==> src/rtl/issue_stage.sv <==
// Fetch/issue front end: sequential imem requests, issue register with a one-entry skid buffer.
// Optional stall cycle counter is enabled by defining ISSUE_STALL_COUNT_EN.
module issue_stage #(
  parameter int                  PC_WIDTH = 32,
  parameter logic [PC_WIDTH-1:0] RESET_PC = {PC_WIDTH{1'b0}},
  parameter int                  PC_STEP  = 4
) (
  input  logic                clk,
  input  logic                rst,
  input  logic                stall,
  input  logic                redirect_valid,
  input  logic [PC_WIDTH-1:0] redirect_pc,
  output logic                imem_req,
  output logic [PC_WIDTH-1:0] imem_addr,
  input  logic                imem_rvalid,
  input  logic [31:0]         imem_rdata,
  output logic [31:0]         issue_reg_output,
  output logic [PC_WIDTH-1:0] issue_pc,
  output logic [31:0]         decode_instr
`ifdef ISSUE_STALL_COUNT_EN
  ,
  output logic [31:0]         stall_count
`endif
);

  typedef enum logic [1:0] {
    ST_BOOT  = 2'd0,
    ST_RUN   = 2'd1,
    ST_FLUSH = 2'd2
  } state_e;

  state_e              state_q, state_d;
  logic [PC_WIDTH-1:0] pc_q, pc_d;
  logic [PC_WIDTH-1:0] resp_pc_q, resp_pc_d;
  logic [31:0]         issue_q, issue_d;
  logic [PC_WIDTH-1:0] issue_pc_q, issue_pc_d;
  logic [31:0]         skid_q, skid_d;
  logic [PC_WIDTH-1:0] skid_pc_q, skid_pc_d;
  logic                skid_valid_q, skid_valid_d;
  logic                run_s;
  logic                req_s;
  logic                resp_s;

  assign run_s  = (state_q == ST_RUN);
  assign req_s  = run_s && !stall && !redirect_valid;
  assign resp_s = run_s && imem_rvalid;

  assign imem_req         = req_s;
  assign imem_addr        = pc_q;
  assign issue_reg_output = issue_q;
  assign issue_pc         = issue_pc_q;
  assign decode_instr     = stall ? 32'h0000_0000 : issue_q;

  // Next-state: FSM sequencing, PC advance, issue register and skid buffer updates.
  always_comb begin
    state_d      = state_q;
    pc_d         = pc_q;
    resp_pc_d    = resp_pc_q;
    issue_d      = issue_q;
    issue_pc_d   = issue_pc_q;
    skid_d       = skid_q;
    skid_pc_d    = skid_pc_q;
    skid_valid_d = skid_valid_q;

    case (state_q)
      ST_BOOT:  state_d = ST_RUN;
      ST_RUN:   state_d = ST_RUN;
      ST_FLUSH: state_d = ST_RUN;
      default:  state_d = ST_BOOT;
    endcase

    if (req_s) begin
      pc_d      = pc_q + PC_WIDTH'(PC_STEP);
      resp_pc_d = pc_q;
    end else begin
      pc_d      = pc_q;
      resp_pc_d = resp_pc_q;
    end

    // Redirect overrides everything, including a simultaneous stall or response.
    if (redirect_valid) begin
      state_d      = ST_FLUSH;
      pc_d         = redirect_pc;
      issue_d      = 32'h0000_0000;
      skid_valid_d = 1'b0;
    end else if (stall) begin
      if (resp_s) begin
        skid_d       = imem_rdata;
        skid_pc_d    = resp_pc_q;
        skid_valid_d = 1'b1;
      end else begin
        skid_valid_d = skid_valid_q;
      end
    end else if (resp_s) begin
      issue_d    = imem_rdata;
      issue_pc_d = resp_pc_q;
    end else if (skid_valid_q) begin
      issue_d      = skid_q;
      issue_pc_d   = skid_pc_q;
      skid_valid_d = 1'b0;
    end else begin
      issue_d = 32'h0000_0000;
    end
  end

  // Pipeline state registers.
  always_ff @(posedge clk or posedge rst) begin
    if (rst) begin
      state_q      <= ST_BOOT;
      pc_q         <= RESET_PC;
      resp_pc_q    <= {PC_WIDTH{1'b0}};
      issue_q      <= 32'h0000_0000;
      issue_pc_q   <= {PC_WIDTH{1'b0}};
      skid_q       <= 32'h0000_0000;
      skid_pc_q    <= {PC_WIDTH{1'b0}};
      skid_valid_q <= 1'b0;
    end else begin
      state_q      <= state_d;
      pc_q         <= pc_d;
      resp_pc_q    <= resp_pc_d;
      issue_q      <= issue_d;
      issue_pc_q   <= issue_pc_d;
      skid_q       <= skid_d;
      skid_pc_q    <= skid_pc_d;
      skid_valid_q <= skid_valid_d;
    end
  end

`ifdef ISSUE_STALL_COUNT_EN
  logic [31:0] stall_cnt_q, stall_cnt_d;

  // Saturating count of stalled RUN cycles; redirects do not clear it.
  always_comb begin
    stall_cnt_d = stall_cnt_q;
    if (stall && run_s && (stall_cnt_q != 32'hFFFF_FFFF)) begin
      stall_cnt_d = stall_cnt_q + 32'd1;
    end else begin
      stall_cnt_d = stall_cnt_q;
    end
  end

  // Stall counter register.
  always_ff @(posedge clk or posedge rst) begin
    if (rst) begin
      stall_cnt_q <= 32'h0000_0000;
    end else begin
      stall_cnt_q <= stall_cnt_d;
    end
  end

  assign stall_count = stall_cnt_q;
`endif

endmodule
==> config.mk <==
export PLATFORM = sky130hd
export DESIGN_NAME = issue_stage
export DESIGN_NICKNAME = d
export VERILOG_FILES = /design/src/rtl/issue_stage.sv
export SDC_FILE = /design/constraint.sdc
export NUM_CORES = 1
export LEC_CHECK = 0
export BUFFER_PORTS_ARGS = -buffer_cell sky130_fd_sc_hd__buf_4
export CORE_MARGIN = 2
export CORE_UTILIZATION = 54
export DETAILED_ROUTE_END_ITERATION = 16
export PLACE_DENSITY = 0.8
export SETUP_SLACK_MARGIN = 0.05
export SYNTH_ARGS = -nofsm -noshare
export SYNTH_HDL_FRONTEND = slang
export SYNTH_SLANG_ARGS = --single-unit
==> constraint.sdc <==
create_clock -name clk -period 8.55 [get_ports clk]
set_input_delay 1.2825 -clock clk [delete_from_list [all_inputs] [get_ports clk]]
set_output_delay 1.2825 -clock clk [all_outputs]
set_load 0.05 [all_outputs]
# Yosys cells after proc, flatten, opt, wreduce, memory -nomap -nowiden
# Cells that the tools add are included.
[totals]
reg_bits = 195
latch_bits = 0
ramBits = 0
mem_bits_ro = 0
input_bits = 69
output_inout_bits = 129
n_memories = 0
[classes]
n_addsub = 1
multipliers = 0
div = 0
n_lt_le_gt_ge = 0
eq_ne = 5
n_shift = 0
n_mux = 15
bitwise = 2
reduce_logical = 12
[ops]
columns = ["operator", "n"]
rows = [
  ["2-to-1 mux 32 bit", 9],
  ["adder 32 x 3 -> 32 bit (second input constant)", 1],
  ["AND reduction 3 bit", 2],
  ["2-to-1 mux 1 bit", 5],
  ["nonzero test 2 bit", 2],
  ["logical AND 1 bit", 3],
  ["inequality test 3 x 1 -> 1 bit (second input constant)", 1],
  ["inequality test 3 bit (second input constant)", 1],
  ["OR reduction 3 bit", 1],
  ["equality test 2 x 1 -> 1 bit (second input constant)", 1],
  ["equality test 2 bit (second input constant)", 1],
  ["zero test 1 bit", 2],
  ["zero test 2 bit", 1],
  ["2-to-1 mux 2 bit", 1],
  ["inequality test 2 x 1 -> 1 bit (second input constant)", 1],
  ["NOT 1 bit", 2],
  ["AND reduction 2 bit", 1],
]

# Longest topological paths before layout
# Gate-level depths: netlist of run 1.
[logic_depth]
depth_word = 5
ltp_mapped = 7
mapped_depth_nobuf = 5

# Worst setup path after synthesis of run 1
# No wires, ideal clock.
[synth_path]
path_kind = "input to output"
start = "input stall"
end = "output imem_req"
t_arrival_ps = 2755
t_required_ps = 7267
slack_ps = 4512
path_stages = 4
path_buffers = 2
cell_sequence = "or3b_1 -> buf_2 -> nor2_1 -> clkbuf_1"
[synth_via]
elab_chain_len = 3
[synth_rtl]
columns = ["element", "line_no", "source"]
rows = [
  ["from (decl)", "10", "input logic stall,"],
  ["zero test 1 bit", "45", "assign req_s = run_s && !stall && !redirect_valid;"],
  ["logical AND 1 bit (2 in series)", "45", ""],
  ["to (decl)", "13", "output logic imem_req,"],
]
# Every way passes these cells.

# Final worst setup path of run 1
# Same ends and word-level chain as after synthesis.

==> out/qor.yml, run 1 <==
sta:
  min_period_ps: 4550
  setup_tns_ps: 0
  drv_slew: 0
  rsz0062_at_grt: "false"
  fmax_mhz: 220
  finalHoldViolations: 0
  fin_crit_sh_pct: 53.2
  setup_violations: 0
  tightest_slew_ps: 1180
  relSlewSlack_pct: 21.5
  skew_ps: 6.62
synth:
  yosysWarnings: 0
  synthesis.area_um2: 8460
  synthMuxAreaShare_pct: 17.1
  ys_ff_latch: 195
  synth_async_sr_flop_share_pct: 100
  synthXorXnorAreaFrac_pct: 1.04
  yosys.area_share.adder_pct: 0.148
  synth_edf_count: 0
  synth_compound_area_share_pct: 9.39
  synthCells: 712
  avgSynthCellArea_um2: 11.9
  syn-num-nets: 782
  synthSimpleGateAreaFrac_pct: 10.9
  synth_cell_types: 39
  yosysSeqAreaShare_pct: 57.7
  synthFlopType: "dfrtp_1"
  synth_top_family_by_area: "multiplexers"
setup_path:
  path_cells: "buf_4, or3b_1, nor2_4, buf_4"
  crit_top_cell: "buf_4"
  cp_num_buf_inv: 2
  critical_path.top_delay_family: "simple AND/OR/NAND/NOR gates"
  crit_arrival_ps: 3270
  critPathSlowestCell: "nor2_4"
  startpoint_type: "input pin"
  crit_path_end_kind: "primary output"
  cp_max_fo: 42
  max_stage_delay_ps: 840
  critPathRequiredTime_ps: 7270
  critPathKind: "in -> out"
place:
  gp_congestion: 0.869
  place.port_buffers: 197
  dpl.hpwl_um: 13700
  dp_cells: 1079
power_and_ir_drop:
  seqPwrFrac_pct: 45.5
  clock_power_share_pct: 33.1
  p_int_mw: 1.89
  p_per_area_nw_per_um2: 252
  ir_drop_mv: 0.203
  sw_frac_of_total_pct: 30.3
  p_comb_share_pct: 21.3
  p_sw_mw: 0.823
  p_leak_nw: 5.14
route:
  via_count: 6487
  dr.pass1.iters: 8
  wire_per_inst_um: 18.5
  viasPerCell: 5.84
  ant_nets: 0
  drtIter0Drc: 654
  post-route-drc-count: 0
  wl_um: 20500
run_status:
  status: "completed"
floorplan:
  fp.dieH_um: 129
  dieArea_um2: 16700
  die_w_um: 129
  std_cell_rows: 45
  core_um2: 15300
  pin_count: 198
  start_util_pct: 55.4
cells_and_area:
  fillers: 1064
  final_cell_mix: "202 x buf_4, 195 x dfrtp_1, 99 x mux2_2"
  final_common_cell: "buf_4"
  drive_above_1_share_pct: 37.9
  final_cells: 1111
  antenna_cells: 0
  area_growth_pct: 27.3
  nets: 957
cts:
  postCtsSetupBuffers: 0
  cts_sinks: 195
  ctsHoldBuffers: 0
  clk_pin_slew_ps: 60
  clkLatencyLatePin_ps: 430
  post_cts_resized: 0
  clockBufferDepth: 2
  numCtsBuffers: 17
  htreeDepth: 4
  cts_root_buf: "clkbuf_16"
  tritoncts: "built"
job:
  drv_cap: 0
global_route:
  antenna_found_initial: 0
  grtUsageTotal_pct: 24.7
  grt_max_degree: 135
  grt_overflow_total: 0
  grt_pass1_vias: 6405
  grt_pass1_wl_um: 32200
hold_path:
  hold_path.class: "reg -> reg"
[path summary, 6_finish.rpt]
kind,slack (ps),cells past startpoint,end,from
worst max-delay path,4000,4,imem_req,stall
worst min-delay path,480,2,issue_pc[26]$_DFFE_PP0P_,issue_pc[26]$_DFFE_PP0P_
worst max register to register,5130,4,skid_pc_q[20]$_DFFE_PP0P_,state_q[1]$_DFF_PP0_
worst min register to register,480,2,issue_pc[26]$_DFFE_PP0P_,issue_pc[26]$_DFFE_PP0P_
max in group asynchronous,6120,3,skid_pc_q[3]$_DFFE_PP0P_,rst
min in group asynchronous,1030,2,issue_reg_output[0]$_DFFE_PP0N_,rst
[state kept, by name, indices dropped and copies added, names as in the netlist]
name	count
issue_reg_output	32
imem_addr	32
resp_pc_q	32
state_q	2
issue_pc	32
skid_valid_q	1
skid_q	32
skid_pc_q	32
[power by group through the flow]
stage	clock network, mW	logic (mW)	registers [mW]
floorplan	0	0.230	1.39
global placement	0	0.563	1.23
detailed placement	0	0.581	1.25
CTS	0.907	0.585	1.23
global route	0.944	0.620	1.26
finish	0.899	0.580	1.24
[worst reg2reg max path: stages (launching register included)]
cell	delay (ps)
dfrtp_1	420
and3b_2	1030
and2_2	980
buf_4	480
mux2_2	390
[metrics by stage]
step	setup slack [ps]	cell area (µm²)	total power [mW]	utilization [%]	hold slack [ps]
3_5_place_dp	4040	10100	1.83	66.2	478
2_1_floorplan	1960	8460	1.62	-	477
6_report	4000	10800	2.72	70.6	484
5_1_grt	3880	10800	2.82	70.6	512
3_3_place_gp	4100	10100	1.80	66.2	468
4_1_cts	4020	10800	2.73	70.6	493
[logic make-up after synthesis]
| group | count (synthesis) |
|---|---|
| buf+inv | 85 |
| compound gates | 115 |
| simple gates | 174 |
| fa+ha+maj | 1 |
| mux | 132 |
| flops | 195 |
| xor+xnor | 10 |
[layer usage]
metal  GRT usage [%]  up-vias  share of wire (%)
met1            32.5     3225                 42
met4            11.1        0                3.0
met5               0        -                  0
li1                -     2919                  -
met2            39.5      296                 49
met3            5.45       47                6.3
[cell usage after synthesis, types with 13 or more instances]
| library cell | n | area (µm²) |
|---|---|---|
| nor2b_1 | 34 | 213 |
| nor2_1 | 20 | 75.1 |
| o21ai_0 | 43 | 215 |
| clkbuf_1 | 42 | 158 |
| inv_1 | 38 | 143 |
| mux2i_1 | 33 | 330 |
| a222oi_1 | 31 | 310 |
| nand2_1 | 59 | 221 |
| mux2_2 | 99 | 1110 |
| or4_1 | 13 | 97.6 |
| a31oi_1 | 17 | 106 |
| dfrtp_1 | 195 | 4880 |
[layout make-up]
class | count | area, µm² | area share, %
clock buffer | 19 | 443 | 4.11
clock inverter | 13 | 229 | 2.13
inverter | 39 | 154 | 1.43
multi-input combinational | 432 | 3290 | 30.5
sequential | 195 | 4880 | 45.3
tap | 211 | 264 | 2.45
timing repair buffer | 202 | 1520 | 14.1
Power figures use the tool's default switching activity.
==> inputs of run 2 (changes only) <==
Clock period 8.55 ns to 4.35 ns, I/O delays scaled along.
==> run 2 against run 1 <==
Against the previous run:
- hold slack got worse by 54 ps
- global-route usage rose by 0.28 points
- count of clock-buffer cells in the layout rose by 4
- sequential cell count did not move
- final cell count barely moved
- non-clock buffer count rose by 2
- utilization fell by 0.25 points
- highest routed layer unchanged
==> out/qor.yml, run 2 (synthesis results as in run 1) <==
run_status:
  status: "completed"
sta:
  fin_crit_sh_pct: 64.1
  skew_ps: 11.1
  tightest_slew_ps: 1250
  finalHoldViolations: 0
  fmax_mhz: 359
  setup_violations: 0
  min_period_ps: 2790
  rsz0062_at_grt: "false"
  setup_tns_ps: 0
  drv_slew: 0
  relSlewSlack_pct: 16.4
floorplan:
  dieArea_um2: 16700
  pin_count: 198
  core_um2: 15300
  fp.dieH_um: 129
  die_w_um: 129
  start_util_pct: 55.4
  std_cell_rows: 45
cells_and_area:
  multi_input_area_um2: 3290
  design_area_um2: 10700
  fillers: 1117
  fin_util_pct: 70.4
  area_growth_pct: 26.9
  nets: 959
  antenna_cells: 0
  regArea_um2: 4880
  final_cell_mix: "202 x buf_4, 195 x dfrtp_1, 99 x mux2_2"
  final_common_cell: "buf_4"
  drive_above_1_share_pct: 38.0
cts:
  htreeDepth: 4
  cts_root_buf: "clkbuf_16"
  cts_sinks: 195
  clkLatencyLatePin_ps: 420
  tritoncts: "built"
  postCtsSetupBuffers: 0
  clockBufferDepth: 2
  post_cts_resized: 0
  clk_pin_slew_ps: 70
  numCtsBuffers: 17
  ctsHoldBuffers: 0
route:
  viasPerCell: 5.85
  wl_met3_um: 1300
  dr_wl_met2_um: 10300
  post-route-drc-count: 0
  wire_per_inst_um: 18.3
  dr.max_layer_used: "met4"
  drtIter0Drc: 621
  wl_met1_um: 8230
  dr.pass1.iters: 5
  via_count: 6504
  wl_um: 20300
  ant_nets: 0
setup_path:
  r2r_setup_slack_ps: 1600
  rr_endpoint: "imem_addr[17]$_DFFE_PP0P_"
  critPathKind: "in -> reg"
  critPathRequiredTime_ps: 4690
  r2r-start: "state_q[1]$_DFF_PP0_"
  crit_path_end_kind: "register"
  crit_arrival_ps: 3130
  r2r.worst_path.cells: 4
  startpoint: "stall"
  endpoint: "imem_addr[17]$_DFFE_PP0P_"
  startpoint_type: "input pin"
  cp_max_fo: 42
hold_path:
  hp-start: "redirect_pc[14]"
  hold_path.class: "in -> reg"
power_and_ir_drop:
  ir_drop_mv: 0.296
  p_per_area_nw_per_um2: 478
  p_leak_nw: 5.11
place:
  dpl.hpwl_um: 13800
  place.port_buffers: 197
  gp_congestion: 0.865
  place_area_um2: 10100
global_route:
  grtUsageTotal_pct: 24.9
  grt_max_degree: 196
  grt_overflow_total: 0
  grt_pass1_wl_um: 32500
  grt_pass1_vias: 6511
  antenna_found_initial: 0
job:
  drv_cap: 0
## run 2: cell types whose count changed in the layout (fill, tap and decap cells not counted), sizes merged
cell,change
inv,-3
clkinvlp,+1
buf,+2
bufinv,-4
clkinv,+1
clkbuf,+4
## run 2: layout make-up
class | instances | share of cell area (%)
Timing Repair Buffer | 204 | 14.5
Tap cell | 211 | 2.46
Sequential cell | 195 | 45.5
Clock buffer | 23 | 4.64
Clock inverter | 8 | 0.932
Multi-Input combinational cell | 432 | 30.6
Inverter | 39 | 1.40
## run 2: critical path: stages
cell	delay (ps)
buf_4	240
or3b_1	550
or4_1	890
or4_1	610
a31oi_1	170
## run 2: per-layer routing
metal | up-vias | global-route usage [%]
li1 | 2920 | -
met1 | 3272 | 32.2
met5 | - | 0
met4 | 0 | 10.7
met2 | 269 | 41.4
met3 | 43 | 5.00
## run 2: worst min-delay path by stage
stage,endpoint,slack [ps],cells after the start
floorplan,issue_reg_output[0]$_DFFE_PP0N_,480,2
global placement,issue_pc[16]$_DFFE_PP0P_,470,2
detailed placement,issue_pc[27]$_DFFE_PP0P_,470,2
CTS,imem_addr[6]$_DFFE_PP0P_,420,3
global route,imem_addr[6]$_DFFE_PP0P_,430,3
finish,imem_addr[14]$_DFFE_PP0P_,430,3
## run 2: metrics by stage
step	std cells	hold slack, ps	worst slack [ps]	power (mW)
6_report	1112	430	1560	5.13
5_1_grt	1112	432	1440	5.36
3_3_place_gp	1081	467	1200	3.53
4_1_cts	1112	421	1590	5.16
3_5_place_dp	1081	472	1170	3.59
2_1_floorplan	712	477	1180	3.18
## run 2: report_power, final
part / leakage, nW / total (mW) / internal, mW / switching (mW)
clock network: 0.295 / 1.57 / 0.920 / 0.647
logic: 2.34 / 1.14 / 0.461 / 0.678
registers: 2.48 / 2.43 / 2.16 / 0.263
total: 5.11 / 5.13 / 3.55 / 1.59
==> inputs of run 3 (changes only) <==
Settings changed: ABC_AREA set to 1, CORE_UTILIZATION 54 to 49, PLACE_DENSITY 0.8 to 0.76.
Clock period 4.35 ns to 2.5 ns, I/O delays scaled along.
==> run 3 against run 2 <==
Against the previous run:
- clock skew down 4.9 ps
- power up 85%
- global-route usage is 0.12 points lower
- register-to-register slack lost 940 ps
- worst setup slack worse by 1100 ps
- utilization is 7.9 points lower
- sequential cell count unchanged
- largest cell class unchanged
- synthesized cell count increased by 60%
- critical path depth did not move
- synthesized area up 7.6%
==> out/qor.yml, run 3 <==
sta:
  layout_setup_ws_ps: 437
  drv_slew: 0
  fmax_mhz: 485
  finalHoldViolations: 0
  tightest_slew_ps: 890
  skew_ps: 6.22
  relSlewSlack_pct: 40.6
  fin_crit_sh_pct: 82.5
  min_period_ps: 2060
  rsz0062_at_grt: "false"
  setup_violations: 0
power_and_ir_drop:
  p_comb_share_pct: 26.9
  ir_drop_mv: 0.560
  p_int_mw: 6.09
  sw_frac_of_total_pct: 35.8
  p_sw_mw: 3.40
  seqPwrFrac_pct: 45.0
  p_per_area_nw_per_um2: 840
  p_leak_nw: 5.53
  clock_power_share_pct: 28.1
global_route:
  use_met2_pct: 38.5
  grt_max_degree: 128
  grt_busiest_layer: "met2"
  antenna_found_initial: 0
  gr-usage-met1_pct: 35.9
  grt_pass1_vias: 7584
  grtUsageMet3_pct: 4.00
  grt_overflow_total: 0
  grtUsageTotal_pct: 24.8
  grt_pass1_wl_um: 39200
synth:
  synthCells: 1139
  synth_edf_count: 0
  yosysWarnings: 0
  avgSynthCellArea_um2: 7.99
  synthTopCellsByCount: "325 x nand2_1, 195 x dfrtp_1, 128 x inv_1"
  synth_top_area_share_pct: 53.6
  synthFlopType: "dfrtp_1"
  synth_top_cell_by_area: "dfrtp_1"
  syn-num-nets: 1209
  synthesis.area_um2: 9100
  yosysMostFrequentCell: "nand2_1"
  synth_cell_types: 30
  yosysSeqAreaShare_pct: 53.6
  yosys-top-cells-area: "dfrtp_1 54%, nand2_1 13%, inv_1 5.3%"
  synth_async_sr_flop_share_pct: 100
  ys_ff_latch: 195
setup_path:
  critPathKind: "reg -> out"
  cp_max_fo: 11
  r2r.worst_path.cells: 10
  startpoint_type: "register"
  crit_arrival_ps: 1690
  crit_path_end_kind: "primary output"
  r2r_setup_slack_ps: 660
  rr_endpoint: "imem_addr[26]$_DFFE_PP0P_"
  r2r-start: "imem_addr[2]$_DFFE_PP0P_"
  critPathRequiredTime_ps: 2120
cts:
  post_cts_resized: 0
  htreeDepth: 4
  ctsHoldBuffers: 0
  numCtsBuffers: 17
  postCtsSetupBuffers: 0
  clk_pin_slew_ps: 70
  cts_sinks: 195
  cts_root_buf: "clkbuf_16"
  clkLatencyLatePin_ps: 430
  clockBufferDepth: 2
  tritoncts: "built"
place:
  gp_congestion: 0.865
  place.port_buffers: 197
  dpl_worst_slack_ps: 479
  dpl.hpwl_um: 16400
route:
  ant_nets: 0
  post-route-drc-count: 0
  dr.pass1.iters: 5
  via_count: 8234
  viasPerCell: 5.32
  wire_per_inst_um: 15.6
  wl_um: 24200
  drtIter0Drc: 722
cells_and_area:
  nets: 1377
  drive_above_1_share_pct: 19.9
  final_common_cell: "nand2_1"
  antenna_cells: 0
  fin_util_pct: 62.4
  area_growth_pct: 24.1
  final_cell_mix: "325 x nand2_1, 212 x buf_4, 195 x dfrtp_1"
hold_path:
  hold_path.class: "in -> async"
floorplan:
  dieArea_um2: 19700
  std_cell_rows: 49
  core_um2: 18100
  start_util_pct: 50.3
  die_w_um: 140
  fp.dieH_um: 140
  pin_count: 198
job:
  drv_cap: 0
run_status:
  status: "completed"
==> run 3: cell types whose count changed after synthesis, sizes merged, moves of 34 or more <==
cell,change
nand2,+267
nor2,+112
mux2,-99
inv,+97
nand3,+86
o21ai,+42
nor2b,-34
==> run 3: layer usage <==
metal	up-vias	wire length (µm)
met5	-	0
li1	3993	-
met2	332	11300
met1	3877	10700
met3	32	1830
met4	0	442
==> run 3: final cells by class <==
class                           count  area, µm²
Multi-Input combinational cell    744       3410
Timing Repair Buffer              214       1630
Sequential cell                   195       4880
Tap cell                          229        287
Fill cell                        1590       6790
Clock buffer                       18        439
Inverter                          135        510
Clock inverter                     13        134
==> run 3: power by group through the flow <==
stage	Combinational (mW)	Sequential, mW	Clock (mW)
after floorplan	0.926	5.04	0
after global placement	2.51	4.29	0
after detailed placement	2.55	4.31	0
after CTS	2.57	4.26	2.71
after global routing	2.77	4.33	2.83
final	2.55	4.27	2.67
==> run 3: per-stage QoR <==
step	cells	setup TNS, ps	total power, mW	hold WS (ps)	area, µm²
global placement	1517	0	6.79	455	10700
CTS	1548	0	9.54	63.9	11300
floorplan	1139	-76710	5.96	406	9110
finish	1548	0	9.48	65.3	11300
detailed placement	1517	0	6.87	459	10700
global route	1548	0	9.93	91.6	11300
==> run 3: critical path, stage by stage (launching register included) <==
cell	delay [ps]
dfrtp_1	410
nor2_4	150
nand2_1	110
buf_4	210
nor2_4	150
buf_4	230
==> run 3: worst max path at each step <==
| stage | to | slack, ps | start | cells past startpoint |
|---|---|---|---|---|
| 2_1_floorplan | imem_addr[0]$_DFFE_PP0P_ | -390 | rst | 1 |
| 3_3_place_gp | skid_valid_q$_DFFE_PP0P_ | 530 | redirect_valid | 6 |
| 3_5_place_dp | skid_q[21]$_DFFE_PP0P_ | 480 | stall | 7 |
| 4_1_cts | imem_req | 420 | state_q[1]$_DFF_PP0_ | 5 |
| 5_1_grt | imem_req | 370 | state_q[1]$_DFF_PP0_ | 5 |
| 6_report | imem_req | 440 | state_q[1]$_DFF_PP0_ | 5 |
==> run 3: cell families after synthesis <==
logic type                 share of synthesized area, %
AOI/OAI and AO/OA                                  12.4
DFF                                                53.6
adders and majority gates                         0.137
buffers and inverters                              9.00
xor gates and xnor gates                          0.192
and+or+nand+nor                                    24.7
